**config.mk**
```make
export PLATFORM = sky130hd
export DESIGN_NAME = fpipe_shell
export DESIGN_NICKNAME = d
export VERILOG_FILES = /design/src/rtl/fpipe_pkg.sv /design/src/rtl/fpipe_fifo.sv /design/src/rtl/fpipe_shell.sv
export SDC_FILE = /design/constraint.sdc
export NUM_CORES = 1
export LEC_CHECK = 0
export CORE_ASPECT_RATIO = 0.7
export CORE_MARGIN = 3
export CORE_UTILIZATION = 35
export DETAILED_ROUTE_END_ITERATION = 8
export PLACE_DENSITY = 0.61
export SYNTH_ARGS = -nofsm -noshare
export SYNTH_HDL_FRONTEND = slang
export SYNTH_HIERARCHICAL = 1
export SYNTH_SLANG_ARGS = --single-unit
```
**constraint.sdc**
```tcl
create_clock -name clk -period 13.5 [get_ports clk]
set_input_delay 2.7 -clock clk [delete_from_list [all_inputs] [get_ports clk]]
set_output_delay 2.7 -clock clk [all_outputs]
set_load 0.1 [all_outputs]
```
**src/rtl/fpipe_pkg.sv**
```systemverilog
// Shared types and default geometry for the float pipeline shells and unit wrappers.
// FPIPE_TAG_EN (optional) adds a request tag carried alongside each result.
package fpipe_pkg;

   localparam int FLOAT_W       = 32;
   localparam int FPIPE_LATENCY = 2;
   localparam int FPIPE_DEPTH   = 8;

   typedef logic [FLOAT_W-1:0] float_t;

   // Width of an occupancy counter that must hold 0..depth inclusive.
   function automatic int fpipe_cnt_w(input int depth);
      return $clog2(depth) + 1;
   endfunction

endpackage

```
**src/rtl/fpipe_fifo.sv**
```systemverilog
// Synchronous show-ahead FIFO with registered storage, occupancy count and
// simultaneous push/pop (legal even when full). Head data reads as zero while empty.
module fpipe_fifo
   import fpipe_pkg::*;
#(
   parameter int WIDTH = 32,
   parameter int DEPTH = 8
) (
   input  logic                          clk,
   input  logic                          rst,
   input  logic                          push,
   input  logic [WIDTH-1:0]              push_data,
   input  logic                          pop,
   output logic [WIDTH-1:0]              pop_data,
   output logic                          empty,
   output logic                          full,
   output logic [fpipe_cnt_w(DEPTH)-1:0] count
);

   localparam int AW = $clog2(DEPTH);
   localparam int CW = fpipe_cnt_w(DEPTH);

   logic [WIDTH-1:0] mem [DEPTH];
   logic [AW-1:0]    wr_ptr;
   logic [AW-1:0]    rd_ptr;
   logic [CW-1:0]    cnt;
   logic             do_push;
   logic             do_pop;

   assign empty    = (cnt == '0);
   assign full     = (cnt == CW'(DEPTH));
   assign count    = cnt;
   assign do_pop   = pop && !empty;
   // A push into a full FIFO is only taken when the head leaves on the same edge.
   assign do_push  = push && (!full || do_pop);
   assign pop_data = empty ? '0 : mem[rd_ptr];

   always_ff @(posedge clk or posedge rst) begin
      if (rst) begin
         wr_ptr <= '0;
         rd_ptr <= '0;
         cnt    <= '0;
      end else begin
         if (do_push) wr_ptr <= wr_ptr + AW'(1);
         if (do_pop)  rd_ptr <= rd_ptr + AW'(1);
         cnt <= cnt + CW'(do_push) - CW'(do_pop);
      end
   end

   always_ff @(posedge clk) begin
      if (do_push) mem[wr_ptr] <= push_data;
   end

   a_no_overflow: assert property (@(posedge clk) disable iff (rst)
      !(push && full && !pop));

endmodule

```
**src/rtl/fpipe_shell.sv**
```systemverilog
// Valid/ready front-end for fixed-latency, no-handshake float units: credit-limited
// issue, in-flight valid pipe and in-order result FIFO. FPIPE_TAG_EN adds req_tag/rsp_tag.
module fpipe_shell
   import fpipe_pkg::*;
#(
   parameter int LATENCY = FPIPE_LATENCY,
   parameter int DEPTH   = FPIPE_DEPTH,
   parameter int TAG_W   = 4
) (
   input  logic             clk,
   input  logic             rst,
   input  logic             req_valid,
   output logic             req_ready,
   input  float_t           req_x1,
   input  float_t           req_x2,
`ifdef FPIPE_TAG_EN
   input  logic [TAG_W-1:0] req_tag,
`endif
   output float_t           u_x1,
   output float_t           u_x2,
   input  float_t           u_y,
   output logic             rsp_valid,
   input  logic             rsp_ready,
   output float_t           rsp_y,
`ifdef FPIPE_TAG_EN
   output logic [TAG_W-1:0] rsp_tag,
`endif
   output logic             busy
);

   // Handshakes: a transfer happens on a rising edge where valid && ready; valid never
   // waits for ready, and req_ready depends only on registered state (plus rst).

   localparam int CW    = fpipe_cnt_w(DEPTH);
   localparam int RES_W = $clog2(DEPTH + LATENCY + 1) + 1;
`ifdef FPIPE_TAG_EN
   localparam int ENTRY_W = FLOAT_W + TAG_W;
`else
   // TAG_W stays in the parameter list so both builds share one instantiation.
   localparam int ENTRY_W = FLOAT_W + 0 * TAG_W;
`endif

   logic [LATENCY:0]   v;
   logic               accept;
   logic [RES_W-1:0]   reserved;
   logic [CW-1:0]      fifo_count;
   logic               fifo_empty;
   logic               fifo_full;
   logic [ENTRY_W-1:0] push_entry;
   logic [ENTRY_W-1:0] head_entry;

   assign accept = req_valid && req_ready;

   always_ff @(posedge clk or posedge rst) begin
      if (rst) begin
         v    <= '0;
         u_x1 <= '0;
         u_x2 <= '0;
      end else begin
         v <= {v[LATENCY-1:0], accept};
         if (accept) begin
            u_x1 <= req_x1;
            u_x2 <= req_x2;
         end
      end
   end

   // Credit covers everything in the unit plus everything buffered, so a result
   // can never arrive at a full FIFO unless the head leaves on the same edge.
   always_comb begin
      reserved = RES_W'(fifo_count);
      for (int i = 0; i <= LATENCY; i++) begin
         reserved = reserved + RES_W'(v[i]);
      end
   end

   assign req_ready = !rst && (reserved < RES_W'(DEPTH));

`ifdef FPIPE_TAG_EN
   logic [TAG_W-1:0] tag_p [LATENCY+1];

   always_ff @(posedge clk or posedge rst) begin
      if (rst) begin
         for (int i = 0; i <= LATENCY; i++) tag_p[i] <= '0;
      end else begin
         tag_p[0] <= req_tag;
         for (int i = 1; i <= LATENCY; i++) tag_p[i] <= tag_p[i-1];
      end
   end

   assign push_entry = {tag_p[LATENCY], u_y};
   assign rsp_tag    = head_entry[ENTRY_W-1:FLOAT_W];
`else
   assign push_entry = u_y;
`endif

   fpipe_fifo #(
      .WIDTH (ENTRY_W),
      .DEPTH (DEPTH)
   ) u_fifo (
      .clk       (clk),
      .rst       (rst),
      .push      (v[LATENCY]),
      .push_data (push_entry),
      .pop       (rsp_ready),
      .pop_data  (head_entry),
      .empty     (fifo_empty),
      .full      (fifo_full),
      .count     (fifo_count)
   );

   assign rsp_valid = !fifo_empty;
   assign rsp_y     = head_entry[FLOAT_W-1:0];
   assign busy      = (|v) || !fifo_empty;

   a_credit: assert property (@(posedge clk) disable iff (rst)
      !(v[LATENCY] && fifo_full && !rsp_ready));

endmodule
```
==> impl_metrics.env <==
export IMPL_numCtsBuffers=34
export IMPL_grt_overflow=0
export IMPL_grt_max_degree=68
export IMPL_period_needed_ns=7.32
export IMPL_place_hpwl_um=16700
export IMPL_postCtsSetupBuffers=0
export IMPL_worst_slew_pin_slew_ns=1.19
export IMPL_die_area_mm2=0.0394
export IMPL_clk_pin_slew_worst_paths_ns=0.06
export IMPL_ctsResizeCount=0
export IMPL_insertion_delay_ns=0.51
export IMPL_worst_path_max_fanout=4
export IMPL_clock_sinks=333
export IMPL_tns_ns=0
export IMPL_fmax_mhz=137
export IMPL_drc=0
export IMPL_portBuffers=198
export IMPL_cts_tree="yes"
export IMPL_h_tree_depth=2
export IMPL_antenna_left=0
export IMPL_grt_pass1_wl_um=43800
export IMPL_syn_area_mm2=0.0129
export IMPL_wl_um=28700
export IMPL_antenna_diode_count=0
export IMPL_cts_root_buffer="clkbuf_16"
export IMPL_status="finished clean"
export IMPL_cts_path_max_buffers=3
export IMPL_fin_crit_sh=0.542
export IMPL_start_util=0.358
export IMPL_drive_gt1_frac=0.255
export IMPL_wire_per_inst_um=22.0
export IMPL_synth_fp_nets=695
export IMPL_antenna_found_initial=1
export IMPL_critPathKind="in2out"
export IMPL_required_ns=10.80
export IMPL_layout_common_cells="256 x edfxtp_1, 198 x clkdlybuf4s50_1, 75 x dfrtp_1, 64 x mux4_2, 49 x mux2_4"
export IMPL_arrival_ns=4.62
export IMPL_die_h_um=167
export IMPL_yosysWarnings=6
export IMPL_ctsHoldBuffers=0
export IMPL_rsz0062_at_grt="false"
export IMPL_grtUsageTotal=0.146
export IMPL_hp_class="reg2reg"
export IMPL_hold_viol_final=0
export IMPL_setup_viol=0
export IMPL_skew_ns=0.0126
export IMPL_slew_viol_final=0
export IMPL_via_count=6319
export IMPL_synthCells=584
export IMPL_syn2layout_area_growth_pct=28.5
export IMPL_cp_end_kind="output pin"
export IMPL_critPathLaunchType="input pin"
export IMPL_grt_pass1_vias=6919
export IMPL_std_cell_rows=58
export IMPL_design_core_area_mm2=0.0362
export IMPL_dr_pass1_iters=4
export IMPL_nets=913
export IMPL_cap_violations=0
export IMPL_synth_avg_cell_area_um2=22.2
export IMPL_drt_iter0_markers=284
export IMPL_maxSlewHeadroom=0.204
export IMPL_num_io_pins=199
export IMPL_final_common_cell="edfxtp_1"
export IMPL_gp_congestion=0.706
export IMPL_chipWidth_um=236
export IMPL_viasPerCell=4.84
==> worst max-delay path, stage by stage <==
cell,delay (ns)
clkdlybuf4s50_1,0.48
a211oi_1,0.26
clkdlybuf4s50_1,1.18
==> sequential cells by signal, summed over array words and instances, names as in the netlist <==
name           flops
u_x1              32
v                  3
u_x2              32
u_fifo/wr_ptr      3
u_fifo/rd_ptr      3
u_fifo/mem       256
u_fifo/count       4
==> area by class of cell <==
class	count	area, um2
Fill cell	3061	19600
Sequential cell	333	9620
Multi-Input combinational cell	210	3110
Timing Repair Buffer	210	2070
Clock buffer	44	956
Tap cell	480	601
Clock inverter	16	238
Inverter	13	48.8
==> layer usage <==
layer  global-route usage  up-vias  share of wire
li1                     -     2807              -
met1                0.211     3299           0.46
met2                0.217      166           0.45
met3               0.0460       45          0.071
met4               0.0365        2          0.020
met5                    0        -        0.00059
==> per-stage QoR <==
stage	instances	hold slack, ns	area (um2)	utilization	worst slack (ns)
2_1_floorplan	584	0.405	12900	-	5.85
3_3_place_gp	1246	0.419	15500	0.427	6.21
3_5_place_dp	1246	0.424	15500	0.427	6.21
4_1_cts	1306	0.440	16600	0.460	6.18
5_1_grt	1306	0.459	16600	0.460	6.06
6_report	1306	0.435	16600	0.460	6.18
==> worst paths after layout <==
kind,depth (start not counted),slack (ns),startpoint,endpoint
max in group asynchronous,3,10.07,rst,u_x2[29]
min in group asynchronous,2,2.61,rst,u_fifo/count[2]
min reg2reg,0,0.43,v[1],v[2]
max reg2reg,6,10.47,v[0],u_x2[10]
min,0,0.43,v[1],v[2]
max,3,6.18,rst,req_ready
Power is not shown: default switching activity piles up to over one toggle a cycle in this logic, so the estimate is an artifact.
